$ cat config.mk
export PLATFORM = sky130hd
export DESIGN_NAME = stack_ctrl
export DESIGN_NICKNAME = d
export VERILOG_FILES = /design/src/rtl/stack_ctrl.sv
export SDC_FILE = /design/constraint.sdc
export NUM_CORES = 1
export LEC_CHECK = 0
export BUFFER_PORTS_ARGS = -buffer_cell sky130_fd_sc_hd__buf_2
export CORE_ASPECT_RATIO = 1.5
export CORE_UTILIZATION = 45
export CTS_BUF_LIST = sky130_fd_sc_hd__clkbuf_4 sky130_fd_sc_hd__clkbuf_8
export CTS_CLUSTER_DIAMETER = 40
export DETAILED_ROUTE_END_ITERATION = 7
export PLACE_DENSITY_LB_ADDON = 0.1
export SLEW_MARGIN = 20
export SYNTH_ARGS = -nofsm -noshare
export SYNTH_HDL_FRONTEND = slang
export SYNTH_SLANG_ARGS = --single-unit
$ cat constraint.sdc
create_clock -name clk -period 2.54 [get_ports clk]
set_input_delay 0.381 -clock clk [delete_from_list [all_inputs] [get_ports clk]]
set_output_delay 0.381 -clock clk [all_outputs]
set_load 0.05 [all_outputs]
$ cat src/rtl/stack_ctrl.sv
// Execute-stage stack sequencer: turns PUSH/POP/CALL/RET/RTI/INT into one or two
// registered stack memory beats and steers the SP unit's increment/decrement.
module stack_ctrl #(
  parameter int unsigned AW = 8,
  parameter int unsigned DW = 8
) (
  input  logic          clk,
  input  logic          rst,
  input  logic          op_valid,
  input  logic [2:0]    op_code,
  input  logic [DW-1:0] push_data,
  input  logic [DW-1:0] pc_ret,
  input  logic [3:0]    flags_in,
  input  logic          stall_in,
  input  logic [AW-1:0] sp_bypassed,
  input  logic          sp_not_ready,
  output logic [1:0]    sp_op,
  output logic          busy,
  output logic          mem_we,
  output logic          mem_re,
  output logic [AW-1:0] mem_addr,
  output logic [DW-1:0] mem_wdata,
  output logic [1:0]    pop_dest
);

  localparam logic [2:0] OP_PUSH = 3'b001;
  localparam logic [2:0] OP_POP  = 3'b010;
  localparam logic [2:0] OP_CALL = 3'b011;
  localparam logic [2:0] OP_RET  = 3'b100;
  localparam logic [2:0] OP_RTI  = 3'b101;
  localparam logic [2:0] OP_INT  = 3'b110;

  localparam logic [1:0] SP_HOLD = 2'b00;
  localparam logic [1:0] SP_DEC  = 2'b01;
  localparam logic [1:0] SP_INC  = 2'b10;

  localparam logic [1:0] DEST_REG   = 2'b00;
  localparam logic [1:0] DEST_PC    = 2'b01;
  localparam logic [1:0] DEST_FLAGS = 2'b10;

  typedef enum logic {IDLE, BEAT2} state_t;

  state_t        state;
  logic          b2_int;
  logic [DW-1:0] pc_lat;

  logic          fire;
  logic          idle_op;
  logic          op_two;
  logic          beat_fire;
  logic          beat_write;
  logic [AW-1:0] beat_addr;
  logic [DW-1:0] beat_wdata;
  logic [1:0]    beat_dest;

  // Beat decode: what the current cycle would issue if it fires
  always_comb begin
    fire       = !stall_in && !sp_not_ready;
    idle_op    = (state == IDLE) && op_valid && (op_code != 3'b000) && (op_code != 3'b111);
    op_two     = (op_code == OP_INT) || (op_code == OP_RTI);
    beat_fire  = !rst && fire && ((state == BEAT2) || idle_op);
    beat_write = 1'b0;
    beat_wdata = pc_lat;
    beat_dest  = DEST_FLAGS;
    if (state == BEAT2) begin
      beat_write = b2_int;
    end else begin
      case (op_code)
        OP_PUSH: begin beat_write = 1'b1; beat_wdata = push_data;      end
        OP_CALL: begin beat_write = 1'b1; beat_wdata = pc_ret;         end
        OP_INT:  begin beat_write = 1'b1; beat_wdata = DW'(flags_in);  end
        OP_POP:  beat_dest = DEST_REG;
        default: beat_dest = DEST_PC;
      endcase
    end
    beat_addr = beat_write ? sp_bypassed : sp_bypassed + AW'(1);
  end

  always_comb begin
    sp_op = SP_HOLD;
    if (beat_fire) sp_op = beat_write ? SP_DEC : SP_INC;
    busy = !rst && ((state == BEAT2) || (idle_op && (sp_not_ready || (fire && op_two))));
  end

  always_ff @(posedge clk) begin
    if (rst) begin
      state     <= IDLE;
      b2_int    <= 1'b0;
      pc_lat    <= '0;
      mem_we    <= 1'b0;
      mem_re    <= 1'b0;
      mem_addr  <= '0;
      mem_wdata <= '0;
      pop_dest  <= DEST_REG;
    end else begin
      mem_we <= 1'b0;
      mem_re <= 1'b0;
      if (beat_fire) begin
        mem_we   <= beat_write;
        mem_re   <= !beat_write;
        mem_addr <= beat_addr;
        if (beat_write) mem_wdata <= beat_wdata;
        else            pop_dest  <= beat_dest;
        // Two-beat ops park in BEAT2 with the kind and return PC captured
        if (state == IDLE && op_two) begin
          state  <= BEAT2;
          b2_int <= (op_code == OP_INT);
          pc_lat <= pc_ret;
        end else begin
          state <= IDLE;
        end
      end
    end
  end

endmodule

==> flow_metrics.py <==
metrics = {
    "run_status": {
        "status": "complete, no violations",
    },
    "global_route": {
        "grt_pass1_vias": 1514,
        "grt_first_pass_wirelength_um": 6740,
        "grt-ovfl-total": 0,
        "grt_start_max_net_pins": 24,
        "antenna_found_initial": 0,
        "grt_usage": 0.232,
    },
    "clock_tree": {
        "postCtsSetupBuffers": 0,
        "cts_made_buffers": 5,
        "clk_pin_slew_ps": 70,
        "ctsHtreeMaxLevel": 2,
        "worstSkewPairLatency_ps": 290,
        "clock_path_buffers": 2,
        "ctsRootBufferMaster": "clkbuf_8",
        "cts_tree": "done",
        "clock_sinks": 30,
    },
    "synth": {
        "synth_fp_nets": 238,
        "yosysTopAreaCell": "dfxtp_1",
        "synth_top_area_share": 0.367,
        "synth_seq_cells": 30,
        "ys_top_cells_by_area": "dfxtp_1, o21ai_0, mux2i_1, a21oi_1, nor2_1",
        "syn-cell-area_um2": 1640,
        "syn_inst": 201,
        "yosysWarnings": 0,
        "seq_area_frac_synth": 0.367,
        "syn_area_per_cell_um2": 8.14,
        "synth_cell_types": 35,
    },
    "timing": {
        "period_share": 0.924,
        "tightest_slew_ps": 666,
        "rsz0062_at_grt": "no",
        "fin_skew_ps": 10.3,
        "finalHoldViolCount": 0,
        "slew_headroom": 0.552,
        "fin_setup_tns_ps": 0,
        "min_period_ps": 2350,
        "drv_slew": 0,
        "final-setup-viol-count": 0,
        "hold_ws_ps": 348,
        "clock.fmax_mhz": 426,
    },
    "placement": {
        "dp_hpwl_um": 3170,
        "gp_congestion": 0.907,
        "port_buffers": 58,
    },
    "cells_and_area": {
        "layout_commonest_cell": "buf_2",
        "final_cell_mix": "buf_2, dfxtp_1, o21ai_0",
        "fin_nets": 296,
        "insertedDiodeCount": 0,
        "drive_above_1_share": 0.315,
        "syn_to_final_growth_pct": 28.0,
    },
    "critical_path": {
        "start_kind": "flop",
        "crit_buf_inv": 1,
        "arrival_ps": 1970,
        "path_delay_family": "simple AND/OR/NAND/NOR gates",
        "cp_cell_sequence": "and4b_1 -> or4_1 -> nor3_2 -> buf_2",
        "regToRegSetupSlack_ps": 580,
        "crit_required_ps": 2160,
        "critical-path-max-stage-delay_ps": 540,
        "worstSetupPathType": "flop to primary output",
        "cp-end-kind": "primary output",
        "crit_slowest_cell": "or4_1",
        "crit_fanout": 11,
    },
    "floorplanning": {
        "die_area_um2": 3880,
        "start_util": 0.474,
        "core_area_um2": 3450,
        "placementRows": 26,
        "ios": 59,
        "die_w_um": 51.2,
        "die-height_um": 75.8,
    },
    "route": {
        "final_antenna_net_count": 0,
        "viasPerCell": 5.65,
        "wl_um": 4220,
        "route.vias.total": 1706,
        "first_iter_violations": 52,
        "wl_per_cell_um": 14.0,
        "drc": 0,
        "drtPass1Iterations": 4,
    },
    "min_path": {
        "hold_class": "primary input to flop",
    },
    "pwr": {
        "pwr_density_cell_nw_per_um2": 527,
        "p_leak_nw": 0.887,
        "ir_drop_mv": 0.447,
    },
    "flow_run": {
        "drv_cap": 0,
    },
}
[report_power, final]
group	leakage (nW)	internal, mW	total (mW)	switching [mW]
clock network	0.0517	0.229	0.410	0.181
registers	0.243	0.481	0.485	0.00464
logic	0.592	0.0755	0.208	0.132
total	0.887	0.785	1.10	0.318
[state kept, by name, summed over array words and instances (netlist names)]
name,cells
b2_int,1
mem_addr,8
mem_re,1
mem_wdata,8
mem_we,1
pc_lat,8
pop_dest,2
state,1
[worst min-delay path, delay by kind of cell]
kind	cells	cell delay, ps
buf+inv	1	100
compound gates	1	50
simple gates	1	60
[through the flow]
step	utilization	cell area (µm²)	total power, mW	setup WS (ps)	instances
final	0.607	2090	1.10	192	302
after floorplan	-	1640	0.628	64.8	201
after global routing	0.607	2090	1.16	106	302
after global placement	0.579	2000	0.701	281	294
after detailed placement	0.579	2000	0.702	267	294
after CTS	0.607	2090	1.11	69.6	302
[logic make-up (layout without fill, tap and decap cells)]
group | after synthesis | after routing | share of synthesized area
compound gates | 67 | 67 | 0.256
xor+xnor | 2 | 2 | 0.0107
fa+ha+maj | 1 | 1 | 0.00765
buf+inv | 21 | 80 | 0.0559
flops | 30 | 30 | 0.367
mux | 9 | 9 | 0.0551
simple gates | 71 | 71 | 0.247
[final cells by class]
type / instances / area [µm²]
clock inverter: 1 / 5.00
inverter: 5 / 18.8
multi-input combinational: 150 / 967
clock buffer: 7 / 90.1
sequential: 30 / 602
tap: 42 / 52.6
timing repair buffer: 67 / 358
fill: 355 / 1360
[timing repair]
action / 4_1_cts / 5_1_grt
hold buffers: 0 / 0
hold endpoints to repair: 0 / 0
endpoints found under the setup margin: 0 / 1
gates resized for setup: 0 / 1
[layer usage]
layer | track usage | wire length, µm
met3 | 0.0559 | 198
met5 | 0 | 0
met1 | 0.260 | 1790
met4 | 0.0841 | 62
met2 | 0.423 | 2170
[cells in the mapped netlist (all sizes together)]
cell	count
dfxtp	30
a211oi	5
o221ai	4
nand4	2
nand4b	1
and2	1
o22a	4
nand3b	3
nor3	7
xor2	2
mux2i	9
o31ai	3
a22oi	1
or3	4
nor2	16
a21o	1
o21ai	21
a31oi	5
nand2b	6
clkbuf	8
or4	5
nand2	5
or2	1
inv	5
nor4b	4
a311oi	6
a21oi	17
nor4	3
buf	8
nand3	10
and4b	2
ha	1
nor2b	1
[final timing paths]
check	endpoint	cells past startpoint	start
hold / removal	pc_lat[7]	3	pc_ret[7]
setup / recovery	sp_op[1]	4	state
setup reg to reg	pop_dest[0]	4	state
hold reg to reg	pop_dest[0]	2	pop_dest[0]
Power figures use the tool's default switching activity.
